File: src/rtl/hms_time_keeper.sv
// ---------------------------------------------------------------------------
// hms_time_keeper : HH:MM:SS time-of-day counter with two-button set/blink UI
// Revision 1.0
// ---------------------------------------------------------------------------
`default_nettype none

module hms_btn_debounce #(
  parameter int DEB_CYC = 1000000
) (
  input  logic clk,
  input  logic rst_n,
  input  logic btn_i,
  output logic press_o
);

  localparam int DW = (DEB_CYC > 1) ? $clog2(DEB_CYC) : 1;
  localparam logic [DW-1:0] DEB_MAX = DW'(DEB_CYC - 1);

  logic          sync1_q;
  logic          sync2_q;
  logic          level_q;
  logic          level_d;
  logic          level_prev_q;
  logic [DW-1:0] cnt_q;
  logic [DW-1:0] cnt_d;

  always_comb begin
    level_d = level_q;
    cnt_d   = '0;
    if (sync2_q != level_q) begin
      if (cnt_q == DEB_MAX) begin
        level_d = sync2_q;
      end else begin
        cnt_d = cnt_q + 1'b1;
      end
    end
  end

  always_ff @(posedge clk or negedge rst_n) begin
    if (!rst_n) begin
      sync1_q      <= 1'b0;
      sync2_q      <= 1'b0;
      level_q      <= 1'b0;
      level_prev_q <= 1'b0;
      cnt_q        <= '0;
    end else begin
      sync1_q      <= btn_i;
      sync2_q      <= sync1_q;
      level_q      <= level_d;
      level_prev_q <= level_q;
      cnt_q        <= cnt_d;
    end
  end

  // Rising edge of the accepted level only; release is silent.
  assign press_o = level_q & ~level_prev_q;

endmodule

module hms_time_keeper #(
  parameter int CLK_HZ     = 50000000,
  parameter int DEB_CYC    = 1000000,
  parameter int BLINK_HALF = 25000000
) (
  input  logic       clk,
  input  logic       rst_n,
  input  logic       i_btn_mode,
  input  logic       i_btn_inc,
  output logic [5:0] o_sec,
  output logic [5:0] o_min,
  output logic [4:0] o_hour,
  output logic [1:0] o_mode,
  output logic [5:0] o_six_blank,
  output logic       o_tick
);

  localparam logic [1:0] MODE_CLOCK    = 2'd0;
  localparam logic [1:0] MODE_SET_SEC  = 2'd1;
  localparam logic [1:0] MODE_SET_MIN  = 2'd2;
  localparam logic [1:0] MODE_SET_HOUR = 2'd3;

  localparam int TW = (CLK_HZ > 1) ? $clog2(CLK_HZ) : 1;
  localparam int BW = (BLINK_HALF > 1) ? $clog2(BLINK_HALF) : 1;
  localparam logic [TW-1:0] TICK_MAX  = TW'(CLK_HZ - 1);
  localparam logic [BW-1:0] BLINK_MAX = BW'(BLINK_HALF - 1);

  logic          mode_pulse;
  logic          inc_pulse;

  logic [1:0]    mode_q;
  logic [1:0]    mode_d;
  logic [5:0]    sec_q;
  logic [5:0]    sec_d;
  logic [5:0]    min_q;
  logic [5:0]    min_d;
  logic [4:0]    hour_q;
  logic [4:0]    hour_d;
  logic [TW-1:0] tick_cnt_q;
  logic [TW-1:0] tick_cnt_d;
  logic          tick_q;
  logic          tick_now;
  logic [BW-1:0] blink_cnt_q;
  logic [BW-1:0] blink_cnt_d;
  logic          phase_q;
  logic          phase_d;
  logic [5:0]    blank_q;
  logic [5:0]    blank_d;
  logic          inc_ok;

  hms_btn_debounce #(.DEB_CYC(DEB_CYC)) u_deb_mode (
    .clk     (clk),
    .rst_n   (rst_n),
    .btn_i   (i_btn_mode),
    .press_o (mode_pulse)
  );

  hms_btn_debounce #(.DEB_CYC(DEB_CYC)) u_deb_inc (
    .clk     (clk),
    .rst_n   (rst_n),
    .btn_i   (i_btn_inc),
    .press_o (inc_pulse)
  );

  // A simultaneous mode press takes precedence and swallows the increment.
  assign inc_ok   = inc_pulse & ~mode_pulse & (mode_q != MODE_CLOCK);
  assign tick_now = (mode_q == MODE_CLOCK) && (tick_cnt_q == TICK_MAX);

  always_comb begin
    tick_cnt_d = '0;
    if ((mode_q == MODE_CLOCK) && !tick_now) begin
      tick_cnt_d = tick_cnt_q + 1'b1;
    end
  end

  always_comb begin
    mode_d = mode_q;
    if (mode_pulse) begin
      case (mode_q)
        MODE_CLOCK:   mode_d = MODE_SET_SEC;
        MODE_SET_SEC: mode_d = MODE_SET_MIN;
        MODE_SET_MIN: mode_d = MODE_SET_HOUR;
        default:      mode_d = MODE_CLOCK;
      endcase
    end
  end

  always_comb begin
    sec_d  = sec_q;
    min_d  = min_q;
    hour_d = hour_q;
    if (tick_now) begin
      if (sec_q == 6'd59) begin
        sec_d = 6'd0;
        if (min_q == 6'd59) begin
          min_d  = 6'd0;
          hour_d = (hour_q == 5'd23) ? 5'd0 : hour_q + 5'd1;
        end else begin
          min_d = min_q + 6'd1;
        end
      end else begin
        sec_d = sec_q + 6'd1;
      end
    end
    if (inc_ok) begin
      case (mode_q)
        MODE_SET_SEC:  sec_d  = (sec_q == 6'd59)  ? 6'd0 : sec_q + 6'd1;
        MODE_SET_MIN:  min_d  = (min_q == 6'd59)  ? 6'd0 : min_q + 6'd1;
        MODE_SET_HOUR: hour_d = (hour_q == 5'd23) ? 5'd0 : hour_q + 5'd1;
        default:       ;
      endcase
    end
  end

  // Restarting the blink on each edit keeps the new value visible at once.
  always_comb begin
    blink_cnt_d = blink_cnt_q + 1'b1;
    phase_d     = phase_q;
    if (mode_pulse || inc_ok) begin
      blink_cnt_d = '0;
      phase_d     = 1'b0;
    end else if (blink_cnt_q == BLINK_MAX) begin
      blink_cnt_d = '0;
      phase_d     = ~phase_q;
    end
  end

  always_comb begin
    blank_d = 6'b000000;
    case (mode_d)
      MODE_SET_SEC:  blank_d = {4'b0000, {2{phase_d}}};
      MODE_SET_MIN:  blank_d = {2'b00, {2{phase_d}}, 2'b00};
      MODE_SET_HOUR: blank_d = {{2{phase_d}}, 4'b0000};
      default:       blank_d = 6'b000000;
    endcase
  end

  always_ff @(posedge clk or negedge rst_n) begin
    if (!rst_n) begin
      mode_q      <= MODE_CLOCK;
      sec_q       <= 6'd0;
      min_q       <= 6'd0;
      hour_q      <= 5'd0;
      tick_cnt_q  <= '0;
      tick_q      <= 1'b0;
      blink_cnt_q <= '0;
      phase_q     <= 1'b0;
      blank_q     <= 6'b000000;
    end else begin
      mode_q      <= mode_d;
      sec_q       <= sec_d;
      min_q       <= min_d;
      hour_q      <= hour_d;
      tick_cnt_q  <= tick_cnt_d;
      tick_q      <= tick_now;
      blink_cnt_q <= blink_cnt_d;
      phase_q     <= phase_d;
      blank_q     <= blank_d;
    end
  end

  assign o_sec       = sec_q;
  assign o_min       = min_q;
  assign o_hour      = hour_q;
  assign o_mode      = mode_q;
  assign o_six_blank = blank_q;
  assign o_tick      = tick_q;

endmodule

`default_nettype wire
File: config.mk
export PLATFORM = sky130hd
export DESIGN_NAME = hms_time_keeper
export DESIGN_NICKNAME = d
export VERILOG_FILES = /design/src/rtl/hms_time_keeper.sv
export SDC_FILE = /design/constraint.sdc
export NUM_CORES = 1
export LEC_CHECK = 0
export CAP_MARGIN = 20
export CORE_MARGIN = 2
export CORE_UTILIZATION = 60
export DETAILED_ROUTE_END_ITERATION = 10
export MAX_ROUTING_LAYER = met4
export PLACE_DENSITY = 0.75
export SETUP_SLACK_MARGIN = 0.5
export SYNTH_ARGS = -nofsm -noshare
export SYNTH_HDL_FRONTEND = slang
export SYNTH_HIERARCHICAL = 1
export SYNTH_SLANG_ARGS = --single-unit
File: constraint.sdc
create_clock -name clk -period 4.2 [get_ports clk]
set_input_delay 1.05 -clock clk [delete_from_list [all_inputs] [get_ports clk]]
set_output_delay 1.05 -clock clk [all_outputs]
set_load 0.01 [all_outputs]
==> load_flow_metrics.sql <==
INSERT INTO impl_metrics (metric_group, metric, value, unit) VALUES
('outcome', 'status', 'complete, no violations', ''),
('sta', 'timing.final.crit_share', '62.45', '%'),
('global_route', 'grt_antenna_before_repair', '0', ''),
('clock_network', 'buffer_cell_driving_the_clock_tree_root', 'clkbuf_8', ''),
('power_and_ir_drop', 'cell_internal_pwr', '2.314', 'mW'),
('sta', 'rsz0062_at_grt', 'no', ''),
('route', 'post_drt_wl_per_cell', '15.41', 'um'),
('placed_design', 'gpl_congestion', '0.8665', ''),
('power_and_ir_drop', 'clockPowerShare', '56.7', '%'),
('global_route', 'grt_util_all_layers', '24.20', '%'),
('run', 'drv_cap', '0', ''),
('yosys', 'yosysSeqAreaShare', '50.23', '%'),
('die', 'die_outline_height', '105.1', 'um'),
('critical_path', 'arrival_time_of_the_worst_setup_path', '1.57', 'ns'),
('worst_hold_path', 'hp-class', 'reg2reg', ''),
('finish', 'area_of_all_placed_cells_without_fillers', '0.007162', 'sq mm'),
('route', 'firstDrtPassIters', '4', ''),
('yosys', 'synth_area', '0.006127', 'sq mm'),
('power_and_ir_drop', 'seq_power_share', '41.7', '%'),
('yosys', 'ys_seq_elements', '123', ''),
('sta', 'max_slew.worst_pin.slew', '1.042', 'ns'),
('yosys', 'synth_fp_nets', '610', ''),
('placed_design', 'dpl.hpwl', '7611', 'um'),
('critical_path', 'path_cells', 'clkdlybuf4s50_1', ''),
('sta', 'worst_slack', '1.577', 'ns'),
('clock_network', 'cts_max_level', '4', ''),
('route', 'detail_route.vias_per_cell', '5.747', ''),
('route', 'drc_errors', '0', ''),
('clock_network', 'clkSinkCount', '123', ''),
('yosys', 'netlist_top_cells_area', 'dfrtp_1, xor2_1, nor2_1', ''),
('sta', 'setup_viol', '0', ''),
('sta', 'clock.fmax', '381.3', 'MHz'),
('route', 'postRouteAntennaNets', '0', ''),
('critical_path', 'worst_path_dominant_cell_family', 'buffers and inverters', ''),
('power_and_ir_drop', 'power.combinational.fraction', '1.5', '%'),
('die', 'design.core.area', '0.009864', 'sq mm'),
('critical_path', 'critical_path.slowest_cell', 'clkdlybuf4s50_1', ''),
('route', 'drt_wl_total', '11880', 'um'),
('die', 'start_util', '62.11', '%'),
('sta', 'finalWorstPathRequiredPeriod', '2.623', 'ns'),
('global_route', 'global_route.overflow_total', '0', ''),
('clock_network', 'clk-insertion-delay-late', '0.53', 'ns'),
('yosys', 'ys.flop_type', 'dfrtp_1', ''),
('critical_path', 'max_stage_delay', '0.59', 'ns'),
('sta', 'final_hold_viol_count', '0', ''),
('critical_path', 'critical_path_capture_point_type', 'output port', ''),
('placed_design', 'pre_cts_setup_slack', '1.991', 'ns'),
('yosys', 'syn_area_per_cell', '10.30', 'sq um'),
('critical_path', 'required', '3.15', 'ns'),
('power_and_ir_drop', 'p_leak', '3.160', 'nW'),
('yosys', 'synth_warnings', '6', ''),
('global_route', 'grt_first_pass_wirelength', '20830', 'um'),
('critical_path', 'timing.critical_path.fanout_max', '7', ''),
('power_and_ir_drop', 'report.power.total', '2.872', 'mW'),
('placed_design', 'io_buffers', '29', ''),
('sta', 'worst_slew_margin_rel', '30.31', '%'),
('yosys', 'synth_largest_area_cell', 'dfrtp_1', ''),
('yosys', 'yosysUniqueCellTypes', '50', ''),
('sta', 'fin_skew', '0.004614', 'ns'),
('die', 'die-width', '105.1', 'um'),
('clock_network', 'cts_tree', 'yes', ''),
('sta', 'tns', '0', 'ns'),
('power_and_ir_drop', 'power.switching', '557.4', 'uW'),
('power_and_ir_drop', 'switching_share', '19.41', '%'),
('finish', 'syn2layout_area_growth', '16.89', '%'),
('die', 'floorplan.die_area', '0.01104', 'sq mm'),
('critical_path', 'crit_buf_inv', '1', ''),
('die', 'num_io_pins', '30', ''),
('clock_network', 'clk_path_buf_depth', '2', ''),
('global_route', 'first_global_vias', '4465', ''),
('yosys', 'asyncSetResetFlopFracSynth', '100.0', '%');
-- cell usage after synthesis (3+ instances only) --
cell       instances
a21o_1             3
a21oi_1           14
a31oi_1            3
and3_1            16
and4_1            14
buf_2              8
buf_4              5
clkbuf_1           4
dfrtp_1          123
ha_1              11
inv_1             11
mux2_2             9
nand2_1           42
nand2b_1           3
nand3_1           36
nand4_1           18
nand4b_1           5
nor2_1            97
nor2b_1            5
nor3_1             9
nor4_1            11
nor4b_1            4
o21ai_0           13
o2bb2ai_1          3
o31ai_1            7
or3_1             10
or4_1              7
xnor2_1           31
xor2_1            44
-- area by class of cell --
class	instances	area [sq um]	area share, %
timing repair buffer	30	307.8	4.298
multi-input combinational	442	2905	40.57
sequential	123	3078	42.98
clock inverter	12	217.7	3.040
clock buffer	20	445.4	6.219
inverter	11	41.29	0.5765
tap	133	166.4	2.324
-- worst paths after layout --
path	slack, ns	cells after the start	startpoint	end
setup / recovery	1.58	1	o_min[2]	o_min[2]
hold / removal	0.35	0	u_deb_mode/sync1_q	u_deb_mode/sync2_q
setup reg to reg	1.94	5	tick_cnt_q[7]	tick_cnt_q[2]
hold reg to reg	0.35	0	u_deb_mode/sync1_q	u_deb_mode/sync2_q
max in group asynchronous	2.79	2	rst_n	blink_cnt_q[18]
min in group asynchronous	0.63	1	rst_n	u_deb_inc/cnt_q[15]
-- power groups by stage --
| stage | combinational, mW | clock [mW] | sequential [mW] |
|---|---|---|---|
| floorplan | 0.0141 | 0 | 1.22 |
| global placement | 0.0443 | 0 | 1.22 |
| detailed placement | 0.0452 | 0 | 1.22 |
| CTS | 0.0461 | 1.66 | 1.20 |
| global route | 0.0514 | 1.72 | 1.20 |
| finish | 0.0439 | 1.63 | 1.20 |
-- cells by family (layout without fill, tap and decap cells) --
group,after synthesis,count (layout),share of synthesized area (%)
AND/OR/NAND/NOR,293,293,26.59
flip-flops,123,123,50.23
XOR/XNOR,75,75,10.72
AO/OA/AOI/OAI,53,53,6.024
buffers and inverters,30,73,2.348
adder cells (fa/ha/maj),11,11,2.246
multiplexers,10,10,1.838
-- metal layers --
| metal | GRT usage (%) | routed length (um) | vias to the layer above |
|---|---|---|---|
| met5 | - | 0 | - |
| met4 | 8.381 | 140 | 0 |
| met3 | 6.800 | 380 | 17 |
| met2 | 37.99 | 5991 | 64 |
| met1 | 30.32 | 5366 | 2185 |
| li1 | - | - | 2165 |
-- stage by stage --
step | cells | hold WS, ns | util (%)
floorplan | 595 | 0.3312 | -
global placement | 739 | 0.3342 | 65.88
detailed placement | 739 | 0.3364 | 65.88
CTS | 771 | 0.3512 | 72.60
global route | 771 | 0.3632 | 72.60
finish | 771 | 0.3486 | 72.60
-- sequential cells by signal (all words and copies together) (netlist names), 2 cells and up --
name	flops
o_sec	6
tick_cnt_q	26
o_min	6
u_deb_mode/cnt_q	20
o_six_blank	3
o_mode	2
u_deb_inc/cnt_q	20
o_hour	5
blink_cnt_q	25
(Power assumes the default switching activity.)
